**src/rtl/seven_seg_scan_ctrl_pkg.sv**
```systemverilog
// Shared definitions for the 7-segment scan controller.
// Contents: FSM state encoding, default timing values, and the
// digit-index width helper used by the interface and the top.
package seven_seg_scan_ctrl_pkg;

  typedef enum logic [1:0] {
    ST_IDLE  = 2'd0,
    ST_BLANK = 2'd1,
    ST_SHOW  = 2'd2
  } scan_state_e;

  localparam int DEF_NUM_DIGITS   = 4;
  localparam int DEF_CLK_DIV      = 50000;
  localparam int DEF_BLANK_CYCLES = 16;

  // Width of a digit index; never below one bit.
  function automatic int idx_width(input int n);
    return (n > 1) ? $clog2(n) : 1;
  endfunction

  localparam int DEF_IDX_W = idx_width(DEF_NUM_DIGITS);

endpackage

```
**src/rtl/seven_seg_scan_ctrl_if.sv**
```systemverilog
// Bundle between the value producer / display drivers and the scan
// controller.
//   en, load, value_in          : producer -> controller
//   bcd_out, digit_en, blank,
//   digit_idx, frame_done,
//   pending                     : controller -> decoder / digit drivers
// master: producer side, slave: scan controller.
interface seven_seg_scan_ctrl_if #(
  parameter int NUM_DIGITS = 4
);
  import seven_seg_scan_ctrl_pkg::*;

  localparam int IDX_W = idx_width(NUM_DIGITS);

  logic                    en;
  logic                    load;
  logic [4*NUM_DIGITS-1:0] value_in;
  logic [3:0]              bcd_out;
  logic [NUM_DIGITS-1:0]   digit_en;
  logic                    blank;
  logic [IDX_W-1:0]        digit_idx;
  logic                    frame_done;
  logic                    pending;

  modport master (
    output en, load, value_in,
    input  bcd_out, digit_en, blank, digit_idx, frame_done, pending
  );

  modport slave (
    input  en, load, value_in,
    output bcd_out, digit_en, blank, digit_idx, frame_done, pending
  );

endinterface

```
**src/rtl/seven_seg_slot_timer.sv**
```systemverilog
// Down-counter timing one BLANK or SHOW phase.
//   clk, rst  : clock, synchronous active-high reset
//   load      : restart the count at load_val
//   load_val  : phase length minus one
//   tc        : count has reached zero (last cycle of the phase)
module seven_seg_slot_timer #(
  parameter int CNT_W = 16
) (
  input  logic             clk,
  input  logic             rst,
  input  logic             load,
  input  logic [CNT_W-1:0] load_val,
  output logic             tc
);

  logic [CNT_W-1:0] cnt_q, cnt_d;

  always_comb begin
    cnt_d = cnt_q;
    if (load)             cnt_d = load_val;
    else if (cnt_q != '0) cnt_d = cnt_q - 1'b1;
  end

  always_ff @(posedge clk) begin
    if (rst) cnt_q <= '0;
    else     cnt_q <= cnt_d;
  end

  assign tc = (cnt_q == '0);

endmodule

```
**src/rtl/seven_seg_scan_ctrl.sv**
```systemverilog
// Time-multiplexed scan controller for a NUM_DIGITS 7-segment display
// sharing one external BCD decoder. A shadow register catches loads; the
// display register only changes when a scan starts or at a frame
// boundary, so a frame never mixes two values.
// Ports:
//   clk, rst : clock, synchronous active-high reset
//   bus      : seven_seg_scan_ctrl_if.slave (en/load/value_in in,
//              bcd_out/digit_en/blank/digit_idx/frame_done/pending out)
// All bus outputs are registered.
// Optional build macro SEVEN_SEG_LEADING_ZERO_BLANK_EN: keep digits above
// the most significant nonzero digit dark during their SHOW phase.
module seven_seg_scan_ctrl
  import seven_seg_scan_ctrl_pkg::*;
#(
  parameter int NUM_DIGITS   = DEF_NUM_DIGITS,
  parameter int CLK_DIV      = DEF_CLK_DIV,
  parameter int BLANK_CYCLES = DEF_BLANK_CYCLES
) (
  input  logic                 clk,
  input  logic                 rst,
  seven_seg_scan_ctrl_if.slave bus
);

  localparam int IDX_W = idx_width(NUM_DIGITS);
  localparam int CNT_W = $clog2(CLK_DIV);
  localparam logic [CNT_W-1:0] BLANK_LD = CNT_W'(BLANK_CYCLES - 1);
  localparam logic [CNT_W-1:0] SHOW_LD  = CNT_W'(CLK_DIV - BLANK_CYCLES - 1);
  localparam logic [IDX_W-1:0] LAST_IDX = IDX_W'(NUM_DIGITS - 1);

  typedef logic [NUM_DIGITS-1:0][3:0] digits_t;

  scan_state_e           state_q, state_d;
  logic [IDX_W-1:0]      idx_q, idx_d;
  digits_t               shadow_q, shadow_d;
  digits_t               display_q, display_d;
  logic                  pending_q, pending_d;
  logic                  frame_done_q, frame_done_d;
  logic [3:0]            bcd_q, bcd_d;
  logic [NUM_DIGITS-1:0] digit_en_q, digit_en_d;
  logic                  blank_q, blank_d;

  logic                  tmr_load;
  logic [CNT_W-1:0]      tmr_val;
  logic                  tmr_tc;
  logic                  apply;
  logic                  lit;

  seven_seg_slot_timer #(.CNT_W(CNT_W)) u_timer (
    .clk      (clk),
    .rst      (rst),
    .load     (tmr_load),
    .load_val (tmr_val),
    .tc       (tmr_tc)
  );

  // State register (FSM state plus all registered outputs).
  always_ff @(posedge clk) begin
    if (rst) begin
      state_q      <= ST_IDLE;
      idx_q        <= '0;
      shadow_q     <= '0;
      display_q    <= '0;
      pending_q    <= 1'b0;
      frame_done_q <= 1'b0;
      bcd_q        <= '0;
      digit_en_q   <= '0;
      blank_q      <= 1'b1;
    end else begin
      state_q      <= state_d;
      idx_q        <= idx_d;
      shadow_q     <= shadow_d;
      display_q    <= display_d;
      pending_q    <= pending_d;
      frame_done_q <= frame_done_d;
      bcd_q        <= bcd_d;
      digit_en_q   <= digit_en_d;
      blank_q      <= blank_d;
    end
  end

  // Next-state logic.
  always_comb begin
    state_d      = state_q;
    idx_d        = idx_q;
    shadow_d     = shadow_q;
    display_d    = display_q;
    pending_d    = pending_q;
    frame_done_d = 1'b0;
    tmr_load     = 1'b0;
    tmr_val      = BLANK_LD;
    apply        = 1'b0;

    if (!bus.en) begin
      state_d = ST_IDLE;
      idx_d   = '0;
    end else begin
      case (state_q)
        ST_IDLE: begin
          state_d  = ST_BLANK;
          idx_d    = '0;
          tmr_load = 1'b1;
          apply    = 1'b1;
        end
        ST_BLANK: begin
          if (tmr_tc) begin
            state_d  = ST_SHOW;
            tmr_load = 1'b1;
            tmr_val  = SHOW_LD;
          end
        end
        ST_SHOW: begin
          if (tmr_tc) begin
            state_d  = ST_BLANK;
            tmr_load = 1'b1;
            if (idx_q == LAST_IDX) begin
              idx_d        = '0;
              frame_done_d = 1'b1;
              apply        = 1'b1;
            end else begin
              idx_d = idx_q + 1'b1;
            end
          end
        end
        default: state_d = ST_IDLE;
      endcase
    end

    if (apply && pending_q) begin
      display_d = shadow_q;
      pending_d = 1'b0;
    end
    // A load in the apply cycle lands in the shadow after the old shadow
    // has moved to display, so it waits a full frame.
    if (bus.load) begin
      shadow_d  = bus.value_in;
      pending_d = 1'b1;
    end
  end

  // Output logic, computed from next state so the outputs register in
  // step with the FSM.
`ifdef SEVEN_SEG_LEADING_ZERO_BLANK_EN
  logic [IDX_W-1:0] msnz;
  always_comb begin
    msnz = '0;
    for (int i = 1; i < NUM_DIGITS; i++)
      if (display_d[i] != 4'h0) msnz = IDX_W'(i);
  end
  assign lit = (idx_d <= msnz);
`else
  assign lit = 1'b1;
`endif

  always_comb begin
    bcd_d      = display_d[idx_d];
    digit_en_d = '0;
    if (state_d == ST_SHOW && lit)
      digit_en_d = NUM_DIGITS'(1) << idx_d;
    blank_d    = (digit_en_d == '0);
  end

  assign bus.bcd_out    = bcd_q;
  assign bus.digit_en   = digit_en_q;
  assign bus.blank      = blank_q;
  assign bus.digit_idx  = idx_q;
  assign bus.frame_done = frame_done_q;
  assign bus.pending    = pending_q;

endmodule

```
**src/flat_wrapper.sv**
```systemverilog
// flat-port wrapper written by rule: the top's interface ports become plain ports
module seven_seg_scan_ctrl_flat import seven_seg_scan_ctrl_pkg::*;
#(
  parameter int NUM_DIGITS   = DEF_NUM_DIGITS,
  parameter int CLK_DIV      = DEF_CLK_DIV,
  parameter int BLANK_CYCLES = DEF_BLANK_CYCLES
)
  (clk, rst, bus_en, bus_load, bus_value_in, bus_bcd_out, bus_digit_en, bus_blank, bus_digit_idx, bus_frame_done, bus_pending);
  seven_seg_scan_ctrl_if #(.NUM_DIGITS(NUM_DIGITS)) bus_i ();
  input  logic clk;
  input  logic rst;
  input wire logic [$bits(bus_i.en)-1:0] bus_en;
  input wire logic [$bits(bus_i.load)-1:0] bus_load;
  input wire logic [$bits(bus_i.value_in)-1:0] bus_value_in;
  output wire logic [$bits(bus_i.bcd_out)-1:0] bus_bcd_out;
  output wire logic [$bits(bus_i.digit_en)-1:0] bus_digit_en;
  output wire logic [$bits(bus_i.blank)-1:0] bus_blank;
  output wire logic [$bits(bus_i.digit_idx)-1:0] bus_digit_idx;
  output wire logic [$bits(bus_i.frame_done)-1:0] bus_frame_done;
  output wire logic [$bits(bus_i.pending)-1:0] bus_pending;
  assign bus_i.en = bus_en;
  assign bus_i.load = bus_load;
  assign bus_i.value_in = bus_value_in;
  assign bus_bcd_out = bus_i.bcd_out;
  assign bus_digit_en = bus_i.digit_en;
  assign bus_blank = bus_i.blank;
  assign bus_digit_idx = bus_i.digit_idx;
  assign bus_frame_done = bus_i.frame_done;
  assign bus_pending = bus_i.pending;
  seven_seg_scan_ctrl #(.NUM_DIGITS(NUM_DIGITS), .CLK_DIV(CLK_DIV), .BLANK_CYCLES(BLANK_CYCLES)) u_core (.clk(clk), .rst(rst), .bus(bus_i));
endmodule
```
**config.mk**
```make
export PLATFORM = sky130hd
export DESIGN_NAME = seven_seg_scan_ctrl_flat
export DESIGN_NICKNAME = d
export VERILOG_FILES = /design/src/rtl/seven_seg_scan_ctrl_pkg.sv /design/src/rtl/seven_seg_scan_ctrl_if.sv /design/src/rtl/seven_seg_slot_timer.sv /design/src/rtl/seven_seg_scan_ctrl.sv /design/src/flat_wrapper.sv
export SDC_FILE = /design/constraint.sdc
export NUM_CORES = 1
export LEC_CHECK = 0
export ABC_AREA = 0
export BUFFER_PORTS_ARGS = -buffer_cell sky130_fd_sc_hd__buf_2
export CAP_MARGIN = 20
export CORE_AREA = 2 2 86 88
export CTS_BUF_LIST = sky130_fd_sc_hd__clkbuf_16
export DETAILED_ROUTE_END_ITERATION = 7
export DIE_AREA = 0 0 88 90
export HOLD_SLACK_MARGIN = 0.06
export SLEW_MARGIN = 20
export SYNTH_ARGS = -nofsm -noshare
export SYNTH_HDL_FRONTEND = slang
export SYNTH_SLANG_ARGS = --single-unit
```
**constraint.sdc**
```tcl
create_clock -name clk -period 3.54 [get_ports clk]
set_input_delay 0.708 -clock clk [delete_from_list [all_inputs] [get_ports clk]]
set_output_delay 0.708 -clock clk [all_outputs]
set_load 0.02 [all_outputs]
```
# Word level (Yosys, flattened, before mapping)

Cells that the tools add are included.

Mux-type cells: 26
Add/subtract/negate cells: 2
Equality and inequality tests: 4
Bitwise operators: 2
Order comparisons: 1
Reductions and logical operators: 9
Shift-type cells: 1

Operators by type and width:

| kind                  | number |
|---|---|
| $mux 16               | 6 |
| $logic_not 16->1      | 1 |
| $reduce_bool 16->1    | 1 |
| $sub 16x1->16 const B | 1 |
| $mux 2                | 6 |
| $bmux 4 s2            | 1 |
| $mux 4                | 2 |
| $mux 1                | 7 |
| $eq 2x2->1 const B    | 3 |
| $pmux 2 s3            | 1 |
| $logic_not 4->1       | 1 |
| $pmux 1 s2            | 2 |
| $pmux 2 s2            | 1 |
| $reduce_bool 2->1     | 2 |
| $shl 1x2->4 const A   | 1 |
| $lt 2x3->1 const B    | 1 |
| $reduce_or 3->1       | 1 |
| $add 2x1->2 const B   | 1 |
| $eq 2x1->1 const B    | 1 |
| $logic_not 2->1       | 1 |
| $not 1->1             | 2 |
| $reduce_or 2->1       | 1 |
| $logic_and 1x1->1     | 1 |

Register bits: 63
Word-level logic and storage cells: 61

# Longest topological paths before layout

Depth after elaboration: 9
Gate-level depth with buffers: 11
Mapped depth without buffers: 10

# Hierarchy

From an unflattened synthesis, not the netlist that was laid out.

Cells, all modules: 322
Area total of the unflattened synthesis: 3005.4 um^2

Modules (own cells, without submodules):

| module               | cells an instance | sequential area each (um^2) | instances | area an instance (um^2) |
|---|---|---|---|---|
| seven_seg_scan_ctrl  | 206               | 940.9                       | 1         | 2040.7 |
| seven_seg_slot_timer | 116               | 320.3                       | 1         | 964.7 |

# Worst setup path before layout

OpenSTA, ideal clock, no wires.

Path type: register -> register
Start: reg u_core.u_timer.cnt_q[0]
End: reg u_core.bcd_q[2] (netlist: u_core.bus.bcd_out[2])
Path slack: 1058 ps
Period minus slack after synthesis: 2482 ps
Library setup time: 122 ps
Cell stages (with the launch flop): 11
Arrival: 2361 ps
Cell sequence: dfxtp_1 -> inv_1 -> ha_1 -> nor4b_1 -> nand4_2 -> o21ai_1 -> buf_2 -> mux2i_1 -> nor4_1 -> a31o_1 -> a221o_1

Word-level cells in the longest chain between the ends: 8

RTL lines:

| item                           | RTL line                   | text |
|---|---|---|
| from (decl)                    | seven_seg_slot_timer.sv:16 | `logic [CNT_W-1:0] cnt_q, cnt_d;` |
| from (signal assigned)         | seven_seg_slot_timer.sv:26 | `else cnt_q <= cnt_d;` |
| $logic_not 16->1 *             | seven_seg_slot_timer.sv:29 | `assign tc = (cnt_q == '0);` |
| $mux 1                         | seven_seg_scan_ctrl.sv:112 | `if (tmr_tc) begin` |
| $pmux 1 s2                     | seven_seg_scan_ctrl.sv:97  | `case (state_q)` |
| $mux 1                         | seven_seg_scan_ctrl.sv:93  | `if (!bus.en) begin` |
| $logic_and 1x1->1              | seven_seg_scan_ctrl.sv:128 | `if (apply && pending_q) begin` |
| $mux 16                        | seven_seg_scan_ctrl.sv:128 |  |
| $bmux 4 s2 *                   | seven_seg_scan_ctrl.sv:155 | `bcd_d = display_d[idx_d];` |
| $mux 4 (implied by the code) * | seven_seg_scan_ctrl.sv:155 |  |
| to (signal assigned)           | seven_seg_scan_ctrl.sv:65  | `bcd_q <= '0;` |
| to (signal assigned)           | seven_seg_scan_ctrl.sv:75  | `bcd_q <= bcd_d;` |
| to (decl)                      | seven_seg_scan_ctrl.sv:38  | `logic [3:0] bcd_q, bcd_d;` |

Mark *: on every way between the ends. The rest lies on a longest branch, timed or not. The select of a mux whose other input is x is not followed.
A chain may end at the register's enable or synchronous reset.

# Worst setup path in the final report

Start: reg u_core.u_timer.cnt_q[0]
End: reg u_core.bcd_q[0] (netlist: u_core.bus.bcd_out[0])

Same word-level chain as after synthesis.

==> run metrics <==
Worst EP arrival a little over 3 ns; Final setup viols 0; Layout Skew 0.008075 ns; # fillers 657; Pins Over Slew Limit 0; Max Freq between 300 and 400 MHz; met1 WL approximately 2.7 mm; DR top layer met4; share of layout cells above drive strength 1 roughly a fifth; final period utilization a little under 80%; part of the power in registers between 40% and 50%; DRT Wirelength 5.450 mm; clk sinks 63; sequential fraction of the synthesis area about 46%; metal3 WL roughly 210 um; Max FO, Critical Path 8; leakage power 1.306 nW; Routed Antenna Nets 0; post-CTS setup buffer count 0; crit path launch type flip-flop; Netlist cell types 47; area of the multi-input gates 0.001358 mm^2; initial antenna violation count 0; total number of vias approximately 2000; Total Neg Setup Slack 0 ns; cts bufs inserted 9; syn avg cell area slightly below 10 um^2; Crit path required time 3.80 ns; Area Growth Syn to Fin 17.71%; mapped cell area between 0.002 and 0.003 mm^2; nets@finish 338; PwrDens around 660 mW/mm^2; share of the synthesized area in the top cell type between 40% and 50%; number of flops mapped to enable cells by yosys 0; port bufs 32; Core ar. ~0.007 mm^2; vias in the first global route roughly 2000; Post-synth top cells dfxtp_1, nor2_1, mux2i_1; Placer Congestion just over 0.8; outcome finished, final reports clean; H-tree Lvls 3; Storage cell area ~0.0013 mm^2; largest cells by area after synthesis dfxtp_1, mux2i_1, nor2_1, xnor2_1, a21oi_1; Rel. slew slack approximately 48%; DR iter-0 viols between 60 and 70; clk slew on worst S/H paths approximately 0.06 ns; dpl hpwl around 3.7 mm; Setup CP Type flip-flop to flip-flop; CTS tree yes; net switching power around 0.65 mW; clock latency at the later pin of the worst-skew pair approximately 0.32 ns; Clk pwr share a little under two fifths; antenna cells 0; first-pass GRT wire length 9.390 mm; Pre-antenna DRT Iters 4; Synth Register Bits 63; Placed Area ~0.0029 mm^2; combinational fraction of design power between 20% and 30%; Final Util 45.73%; Synth Instances 284; post-route cell area 0.003211 mm^2; CTS Buffer Depth 2; CTS Root Cell clkbuf_16; DR DRC count 0; metal2 WL 2.482 mm; # resized after CTS 0; IO Pins 33; YS warnings 0; RSZ-0062 raised after global routing false; critical path capture point type flip-flop; Rows 31; Die Width roughly 88 um; Routed WL per cell around 13 um; fraction of registers with async set/reset 0%; Min-Delay Path Class flip-flop to flip-flop; Post-CTS Hold Buffers 0; actual transition at the worst max-transition pin about 0.79 ns; effective utilization at floorplan 38.85%; Final Hold Fails 0; sw frac 30.86%; Tmin final around 2.8 ns; area leader, netlist dfxtp_1; total congestion overflow 0; max-cap violations 0; P_int ~1.5 mW; Die ar. between 0.007 and 0.008 mm^2; vias per cell approximately 4.9; largest net degree at the start of global routing 44; die height around 90 um; Mapped Nets 310; Total Routing Usage GR approximately 15%; most common cell in the netlist dfxtp_1; Main synth FF type dfxtp_1; worst vdd ir ~300 uV
-- per-stage QoR --
step                      hold WS (ns)  instances  setup WS [ns]  total power [mW]
after CTS                       0.4830        416         0.7668             2.137
final                           0.4828        416         0.7512             2.111
after global routing            0.5035        416         0.4355             2.232
after detailed placement        0.4727        400         0.7711             1.328
after global placement          0.4698        400         0.8518             1.323
after floorplan                 0.4540        284          1.058             1.257
-- sequential cells by signal, indices dropped and copies added (netlist names) --
signal and count:
u_core.bus.bcd_out 4, u_core.bus.blank 1, u_core.bus.digit_en 4, u_core.bus.digit_idx 2, u_core.bus.frame_done 1, u_core.bus.pending 1
u_core.display_q 16, u_core.shadow_q 16, u_core.state_q 2, u_core.u_timer.cnt_q 16
-- per-layer routing --
metal | track usage (%) | up-vias
li1 | - | 1048
met1 | 19.95 | 922
met2 | 22.41 | 44
met3 | 3.673 | 5
met4 | 8.462 | 0
met5 | 0 | -
-- final cells by class --
class | count | share of cell area (%)
clock inverters | 7 | 1.520
inverters | 7 | 0.8184
well taps | 99 | 3.858
flip-flops and latches | 63 | 39.28
clock buffers | 9 | 7.015
repair buffers | 33 | 5.222
multi-input cells | 198 | 42.28
-- worst paths after layout --
path,start,to,slack [ns],cells after the start
worst max-delay path,u_core.u_timer.cnt_q[0],u_core.bus.bcd_out[0],0.75,9
worst min register to register,u_core.display_q[15],u_core.display_q[15],0.48,2
worst max register to register,u_core.u_timer.cnt_q[0],u_core.bus.bcd_out[0],0.75,9
worst min-delay path,u_core.display_q[15],u_core.display_q[15],0.48,2
-- power by group through the flow --
stage | logic, mW | registers (mW) | clock network, mW
2_1_floorplan | 0.413 | 0.844 | 0
3_3_place_gp | 0.463 | 0.860 | 0
3_5_place_dp | 0.465 | 0.863 | 0
4_1_cts | 0.469 | 0.848 | 0.820
5_1_grt | 0.527 | 0.857 | 0.848
6_report | 0.466 | 0.849 | 0.797
-- worst max-delay path, cell delays in order, from the launching register on --
cell	delay, ns
dfxtp_1	0.31
inv_1	0.09
ha_1	0.20
nor4b_1	0.40
nand4_2	0.29
and3_1	0.31
a221o_1	0.40
o21ai_1	0.46
a22oi_1	0.16
o21ai_1	0.10
-- layout by cell type (no fill, tap or decap), types with 4 or more instances in the layout --
| master | netlist | routed |
|---|---|---|
| ha_1 | 6 | 6 |
| o21ai_1 | 7 | 6 |
| dfxtp_1 | 63 | 63 |
| nor3_1 | 7 | 7 |
| clkbuf_16 | 0 | 9 |
| nand3_1 | 4 | 4 |
| and2_1 | 4 | 4 |
| inv_1 | 7 | 7 |
| a21oi_1 | 15 | 15 |
| mux2i_1 | 34 | 34 |
| xnor2_1 | 9 | 9 |
| nand2_1 | 14 | 14 |
| nor4_1 | 4 | 4 |
| nand2b_1 | 6 | 6 |
| nor2_1 | 47 | 47 |
| buf_2 | 5 | 32 |
-- cell families after synthesis --
kind of cell               synth area share (%)
and+or+nand+nor                           20.18
muxes                                     13.30
DFF                                       46.24
adders and majority gates                 2.752
xor gates and xnor gates                  3.854
AOI/OAI and AO/OA                         9.541
buffers and inverters                     4.128
No activity file was read; power rests on OpenSTA's default activity.
